==> src/rtl/cpu_pkg.sv <==
// Shared CPU definitions used by the hazard controller and its counters.
package cpu_pkg;

    // Hazard controller FSM states
    typedef enum logic {
        RUN       = 1'b0,
        DMEM_WAIT = 1'b1
    } hazard_state_e;

    // Bit of the EX-stage memory-read control field that marks a load
    localparam int LOAD_BIT = 3;

    // Width of the performance counters
    localparam int CNT_W = 16;

    // All hold/flush/bubble controls driven by the hazard unit
    typedef struct packed {
        logic pc_hold;
        logic if_id_hold;
        logic id_ex_hold;
        logic ex_mem_hold;
        logic if_id_flush;
        logic id_ex_flush;
        logic mem_wb_bubble;
    } hazard_ctrl_t;

endpackage

==> src/rtl/sat_counter.sv <==
// Saturating up-counter with synchronous active-high clear.
module sat_counter
    import cpu_pkg::*;
#(
    parameter int W = CNT_W
) (
    input  logic         clk,
    input  logic         reset,
    input  logic         en,
    output logic [W-1:0] count
);

    // Count enabled cycles, sticking at all-ones instead of wrapping
    always_ff @(posedge clk) begin
        // NOTE: non-blocking assignment keeps every register reading pre-edge values.
        if (reset) begin
            count <= '0;
        end else if (en && (count != '1)) begin
            count <= count + 1'b1;
        end
    end

endmodule

==> src/rtl/pipeline_hazard_ctrl.sv <==
// Pipeline hazard controller: resolves memory stalls, taken branches and
// load-use hazards into PC/pipeline hold, flush and bubble controls.
module pipeline_hazard_ctrl
    import cpu_pkg::*;
(
    input  logic             clk,
    input  logic             reset,
    input  logic [4:0]       id_reg_read_addr1,
    input  logic [4:0]       id_reg_read_addr2,
    input  logic [4:0]       ex_reg_write_addr,
    input  logic [3:0]       ex_data_mem_read,
    input  logic             branch_taken,
    input  logic             data_mem_busy,
    input  logic             instr_mem_busy,
    output logic             pc_hold,
    output logic             if_id_hold,
    output logic             id_ex_hold,
    output logic             ex_mem_hold,
    output logic             if_id_flush,
    output logic             id_ex_flush,
    output logic             mem_wb_bubble,
    output logic [CNT_W-1:0] stall_count,
    output logic [CNT_W-1:0] flush_count
);

    hazard_state_e state, state_next;
    hazard_ctrl_t  ctrl;
    logic          discard_pending, discard_next;
    logic          load_use, discard_done, branch_flush;

    // Only the load flag of the memory-read field matters here
    logic unused_mem_read;
    assign unused_mem_read = ^ex_data_mem_read;

    // Load in EX whose (non-x0) destination is a source of the ID instruction
    assign load_use = ex_data_mem_read[LOAD_BIT]
                   && (ex_reg_write_addr != 5'd0)
                   && ((ex_reg_write_addr == id_reg_read_addr1)
                    || (ex_reg_write_addr == id_reg_read_addr2));

    // Next state, priority resolution of controls and discard-flag update
    always_comb begin
        // NOTE: defaults first so no path leaves a variable unassigned (no latches).
        state_next   = state;
        ctrl         = '0;
        discard_next = discard_pending;
        discard_done = 1'b0;
        branch_flush = 1'b0;

        case (state)
            RUN:       if (data_mem_busy)  state_next = DMEM_WAIT;
            DMEM_WAIT: if (!data_mem_busy) state_next = RUN;
            default:   state_next = RUN;
        endcase

        if (reset) begin
            state_next   = RUN;
            discard_next = 1'b0;
        end else if (data_mem_busy) begin
            ctrl.pc_hold       = 1'b1;
            ctrl.if_id_hold    = 1'b1;
            ctrl.id_ex_hold    = 1'b1;
            ctrl.ex_mem_hold   = 1'b1;
            ctrl.mem_wb_bubble = 1'b1;
        end else if (discard_pending && !instr_mem_busy) begin
            // Fetch that was in flight at the branch has landed: drop it
            discard_done     = 1'b1;
            discard_next     = 1'b0;
            ctrl.pc_hold     = 1'b1;
            ctrl.if_id_flush = 1'b1;
        end else if (branch_taken) begin
            branch_flush     = 1'b1;
            ctrl.if_id_flush = 1'b1;
            ctrl.id_ex_flush = 1'b1;
            // A wrong-path fetch still outstanding must be discarded on return
            if (instr_mem_busy) discard_next = 1'b1;
        end else if (load_use) begin
            ctrl.pc_hold     = 1'b1;
            ctrl.if_id_hold  = 1'b1;
            ctrl.id_ex_flush = 1'b1;
        end else if (instr_mem_busy) begin
            ctrl.pc_hold     = 1'b1;
            ctrl.if_id_flush = 1'b1;
        end
    end

    // FSM state and discard flag registers
    always_ff @(posedge clk) begin
        state           <= state_next;
        discard_pending <= discard_next;
    end

    assign pc_hold       = ctrl.pc_hold;
    assign if_id_hold    = ctrl.if_id_hold;
    assign id_ex_hold    = ctrl.id_ex_hold;
    assign ex_mem_hold   = ctrl.ex_mem_hold;
    assign if_id_flush   = ctrl.if_id_flush;
    assign id_ex_flush   = ctrl.id_ex_flush;
    assign mem_wb_bubble = ctrl.mem_wb_bubble;

    sat_counter #(.W(CNT_W)) u_stall_cnt (
        .clk   (clk),
        .reset (reset),
        .en    (ctrl.pc_hold),
        .count (stall_count)
    );

    sat_counter #(.W(CNT_W)) u_flush_cnt (
        .clk   (clk),
        .reset (reset),
        .en    (branch_flush),
        .count (flush_count)
    );

endmodule

==> config.mk <==
export PLATFORM = sky130hd
export DESIGN_NAME = pipeline_hazard_ctrl
export DESIGN_NICKNAME = d
export VERILOG_FILES = /design/src/rtl/cpu_pkg.sv /design/src/rtl/sat_counter.sv /design/src/rtl/pipeline_hazard_ctrl.sv
export SDC_FILE = /design/constraint.sdc
export NUM_CORES = 1
export LEC_CHECK = 0
export CORE_UTILIZATION = 48
export DETAILED_ROUTE_END_ITERATION = 10
export PLACE_DENSITY = 0.85
export SLEW_MARGIN = 25
export SYNTH_ARGS = -nofsm -noshare
export SYNTH_HDL_FRONTEND = slang
export SYNTH_SLANG_ARGS = --single-unit
==> constraint.sdc <==
create_clock -name clk -period 3.9 [get_ports clk]
set_clock_uncertainty 0.2 [all_clocks]
set_input_delay 0.78 -clock clk [delete_from_list [all_inputs] [get_ports clk]]
set_output_delay 0.78 -clock clk [all_outputs]
set_load 0.02 [all_outputs]
# ---- Word level (Yosys, flattened, before mapping)
# Index checks and enable logic that the tools add are counted.
# W data, S select, Z words.
dict set report totals {
  regBits 33
  latch_bits 0
  ram_bits 0
  mem_bits_ro 0
  inputBits 24
  n_memories 0
}
dict set report op_classes {
  add_sub_neg 2
  multipliers 0
  div_mod_pow 0
  magnitude_cmp 0
  n_eq_ne 4
  n_shift 0
  muxes 22
  n_bitwise 1
  n_reduce_logical 11
}
# cell count
set ops {}
lappend ops {{$add A16 B1 Y16 const B} 2}
lappend ops {{$ne A16 B16 Y1 const B} 2}
lappend ops {{$mux W1} 16}
lappend ops {{$eq A5 B5 Y1} 2}
lappend ops {{$mux W2} 5}
lappend ops {{$mux W7} 1}
lappend ops {{$logic_and A1 B1 Y1} 5}
lappend ops {{$reduce_bool A5 Y1} 1}
lappend ops {{$reduce_bool A2 Y1} 2}
lappend ops {{$reduce_and A3 Y1} 1}
lappend ops {{$logic_not A1 Y1} 1}
lappend ops {{$logic_or A1 B1 Y1} 1}
lappend ops {{$not A1 Y1} 1}

# ---- Depth between registers and ports, before layout
dict set report depth {
  word_depth 9
  ltp_mapped 8
  ltp_nobuf 7
}

# ---- Modules after synthesis
# A second synthesis with hierarchy kept.
dict set report unflattened {
  hier_cells 237
  hier_area_um2 1979.4
}
# mod instances cells_per_inst area_each_um2 seq_area_each_um2
set modules_own_cells {}
lappend modules_own_cells {sat_counter 2 99 848.3 320.3}
lappend modules_own_cells {pipeline_hazard_ctrl 1 39 282.8 20.0}

# ---- Worst setup path after synthesis
# No wires, ideal clock.
dict set report synth_timing {
  kind {input to output}
  from {input port ex_reg_write_addr[4]}
  to {output port id_ex_flush}
  arrival_ns 2.093
  required_ns 2.920
  path_slack_ns 0.827
  cell_stages 6
  cell_sequence {xnor2_1 -> nand3_1 -> o22ai_1 -> nor2b_1 -> nor2_1 -> nor4_1}
}
dict set report synth_between {
  elab_chain_cells 8
}
# element line
set synth_rtl {}
lappend synth_rtl {{start: declaration} pipeline_hazard_ctrl.sv:10} ;# input logic [4:0] ex_reg_write_addr,
lappend synth_rtl {{$eq A5 B5 Y1, or another cell as far along} pipeline_hazard_ctrl.sv:38} ;# && ((ex_reg_write_addr == id_reg_read_addr1)
lappend synth_rtl {{$logic_or A1 B1 Y1 or $logic_and A1 B1 Y1 (tied branches)} {pipeline_hazard_ctrl.sv:39, pipeline_hazard_ctrl.sv:37}}
lappend synth_rtl {{$logic_and A1 B1 Y1 (*)} pipeline_hazard_ctrl.sv:38}
lappend synth_rtl {{$mux W1 (*)} pipeline_hazard_ctrl.sv:77} ;# end else if (load_use) begin
lappend synth_rtl {{$mux W2 (*)} pipeline_hazard_ctrl.sv:71} ;# end else if (branch_taken) begin
lappend synth_rtl {{$mux W1 (*)} pipeline_hazard_ctrl.sv:65} ;# end else if (discard_pending && !instr_mem_busy) begin
lappend synth_rtl {{$mux W2 (*)} pipeline_hazard_ctrl.sv:59} ;# end else if (data_mem_busy) begin
lappend synth_rtl {{$mux W7 (*)} pipeline_hazard_ctrl.sv:56} ;# if (reset) begin
lappend synth_rtl {{end: declaration} pipeline_hazard_ctrl.sv:20} ;# output logic id_ex_flush,
# Mark *: on every way between the ends. The rest lies on a longest branch, timed or not.

# ---- Worst setup path after layout
dict set report layout_timing {
  from {input port ex_reg_write_addr[1]}
  to {output port if_id_hold}
}
dict set report layout_between {
  elab_chain_cells 8
}
# element line
set layout_rtl {}
lappend layout_rtl {{$eq A5 B5 Y1, or another cell as far along} pipeline_hazard_ctrl.sv:38}
lappend layout_rtl {{$logic_or A1 B1 Y1 or $logic_and A1 B1 Y1 (tied branches)} {pipeline_hazard_ctrl.sv:39, pipeline_hazard_ctrl.sv:37}}
lappend layout_rtl {{$logic_and A1 B1 Y1 (*)} pipeline_hazard_ctrl.sv:38}
lappend layout_rtl {{$mux W1 (*)} pipeline_hazard_ctrl.sv:77}
lappend layout_rtl {{$mux W2 (*)} pipeline_hazard_ctrl.sv:71}
lappend layout_rtl {{$mux W1 (*)} pipeline_hazard_ctrl.sv:65}
lappend layout_rtl {{$mux W2 (*)} pipeline_hazard_ctrl.sv:59}
lappend layout_rtl {{$mux W7 (*)} pipeline_hazard_ctrl.sv:56}
lappend layout_rtl {{end: declaration} pipeline_hazard_ctrl.sv:16} ;# output logic if_id_hold,
# Marked as above.

==> impl_metrics.tcl <==
set metrics [dict create \
    viasPerCell 5.27 \
    synth_seq_area_share_pct 38.0 \
    cts_resized 1 \
    fmaxAchievable_ghz 0.265 \
    synthMuxAreaShare_pct 1.22 \
    numPortBuffers 59 \
    initial_core_util_pct 51.0 \
    syn_nets 238 \
    ctsLongestPathBuffers 2 \
    synth_warnings 0 \
    h-tree-depth 2 \
    clock_sinks 33 \
    fin_crit_ns 3.78 \
    worst_pin_slew_ns 0.688 \
    cp.arrival_ns 2.80 \
    min_path_type "flop to flop" \
    critPathKind "input pin to output port" \
    async_reset_ff_share_pct 0 \
    power.total_mw 0.719 \
    io_pins 63 \
    dr.pass1.iters 4 \
    power.density_mw_per_mm2 289 \
    hold_viol 0 \
    path_max_fanout 3 \
    drc 0 \
    gp_congestion 0.790 \
    cp.required_ns 2.92 \
    dp_hpwl_microns 2850 \
    synth_xor_area_share_pct 16.1 \
    die_x_microns 62.2 \
    wl_per_cell_microns 12.0 \
    synthTopCellsByCount "42 x nor2_1, 33 x dfxtp_1, 20 x xnor2_1" \
    die_area_sq_mm 0.00387 \
    yosysTopAreaCell "dfxtp_1" \
    yosys.area.top_type_share_pct 38.0 \
    status "completed" \
    synthCells 212 \
    ys_top_cells_by_area "dfxtp_1 38%, xnor2_1 10%, nor2_1 9.1%" \
    post-route-util_pct 72.8 \
    ys_types 38 \
    synthToLayoutAreaGrowth_pct 42.9 \
    whs_ns 0.329 \
    slew_viol_final 0 \
    drtAntennaViolNets 0 \
    synth_edf_count 0 \
    cap_violations 0 \
    p_leak_nw 0.898 \
    clk_latency_ns 0.34 \
    cts_hold_buf 0 \
    fill_cells 276 \
    grt_use_total_pct 21.2 \
    grt_pass1_wl_microns 6660 \
    antenna_cells 0 \
    grt_pass1_vias 1536 \
    rows 21 \
    period_share_pct 96.8 \
    setup_ws_ns 0.124 \
    first_iter_violations 82 \
    nets 301 \
    end_kind "output port" \
    synthesis.area_sq_mm 0.00174 \
    vias 1696 \
    tritoncts "yes" \
    wl_microns 3880 \
    grt_max_degree 32 \
    synth_top_family_by_area "simple AND/OR/NAND/NOR gates" \
    vdd_drop_max_mv 0.242 \
    overflow 0 \
    syn_avg_cell_area_sq_um 8.21 \
    synth-compound-area-share_pct 8.55 \
    cts_made_buffers 5 \
    drive_gt1_share_pct 9.06 \
    coreArea_sq_mm 0.00342 \
    pre_cts_slack_ns 0.00154 \
    path_clk_slew_ns 0.11 \
    clock-root-buffer "clkbuf_4" \
    startpoint_type "input pin" \
    synth_simple_gate_area_share_pct 31.3 \
    setup_viol 0 \
    relSlewSlack_pct 53.8 \
    die_h_microns 62.2 \
    synthAdderAreaFrac_pct 1.44 \
    synth-seq-cells 33 \
    antenna_found_initial 0 \
    yosysMostFrequentCell "nor2_1" \
    ys.flop_type "dfxtp_1" \
    post_cts_buffers 0 \
]
state kept, by name, summed over array words and instances, names as in the netlist:
| name | flops |
|---|---|
| u_flush_cnt.count | 16 |
| u_stall_cnt.count | 16 |
| discard_pending | 1 |
final timing paths:
| check | start | end | slack (ns) | depth (start not counted) |
|---|---|---|---|---|
| max | ex_reg_write_addr[1] | if_id_hold | 0.12 | 9 |
| min | u_stall_cnt.count[1]$_SDFFE_PP0P_ | u_stall_cnt.count[1]$_SDFFE_PP0P_ | 0.33 | 2 |
| max reg2reg | u_stall_cnt.count[0]$_SDFFE_PP0P_ | u_stall_cnt.count[5]$_SDFFE_PP0P_ | 1.44 | 8 |
| min reg2reg | u_stall_cnt.count[1]$_SDFFE_PP0P_ | u_stall_cnt.count[1]$_SDFFE_PP0P_ | 0.33 | 2 |
stage by stage:
stage                     cell area (sq um)  std cells  setup TNS, ns
final                                  2490        322              0
after global placement                 2390        314              0
after detailed placement               2390        314              0
after global routing                   2490        322        -0.0187
after floorplan                        1740        212              0
after CTS                              2470        322              0
placed cells by master, fill, tap and decap left out, drive strengths merged:
| master | n |
|---|---|
| or3 | 5 |
| clkbuf | 7 |
| a211oi | 1 |
| nand4 | 7 |
| and3 | 3 |
| a31oi | 1 |
| o31a | 1 |
| o31ai | 1 |
| nand2 | 12 |
| o21ai | 5 |
| a21oi | 10 |
| nor4 | 6 |
| nor2b | 3 |
| o22ai | 1 |
| xnor2 | 20 |
| nor2 | 42 |
| mux2 | 1 |
| nor3 | 4 |
| dlymetal6s2s | 3 |
| and2 | 2 |
| and4 | 3 |
| a31o | 3 |
| dfxtp | 33 |
| ha | 2 |
| mux2i | 1 |
| nand2b | 3 |
| nor4b | 1 |
| buf | 6 |
| bufinv | 1 |
| inv | 4 |
| xor2 | 12 |
| or4 | 3 |
| nand3 | 12 |
| clkdlybuf4s50 | 56 |
| or4b | 1 |
cells by family after synthesis:
| family | Yosys count |
|---|---|
| AO/OA/AOI/OAI | 23 |
| AND/OR/NAND/NOR | 107 |
| multiplexers | 2 |
| flip-flops | 33 |
| buffers and inverters | 13 |
| adder cells (fa/ha/maj) | 2 |
| XOR/XNOR | 32 |
report_power, final:
group / switching [mW] / internal (mW)
Sequential: 0.00539 / 0.341
Combinational: 0.0465 / 0.0537
Clock: 0.119 / 0.153
Total: 0.171 / 0.548
critical path: stages:
cell and delay (ns):
clkdlybuf4s50_1 0.41, buf_4 0.15, xnor2_1 0.15, nand2_1 0.08, o22ai_1 0.19, nor2b_2 0.23, a21oi_1 0.08, nor2_1 0.09
clkdlybuf4s50_1 0.63
area by class of cell:
cell class              instances  area, sq um  area share (%)
clock inverters                 1         30.0            1.21
flip-flops and latches         33          661            26.6
repair buffers                 65          643            25.9
multi-input cells             166         1030            41.2
clock buffers                   7         55.1            2.21
inverters                       4         15.0           0.604
well taps                      46         57.6            2.31
layer usage:
metal	global-route usage (%)	part of all wire (%)	vias up
li1	-	-	858
met2	34.8	50	46
met1	26.4	45	788
met3	5.88	4.3	4
met4	7.85	0.93	0
met5	0	0	-
No activity file was read; power rests on OpenSTA's default activity.
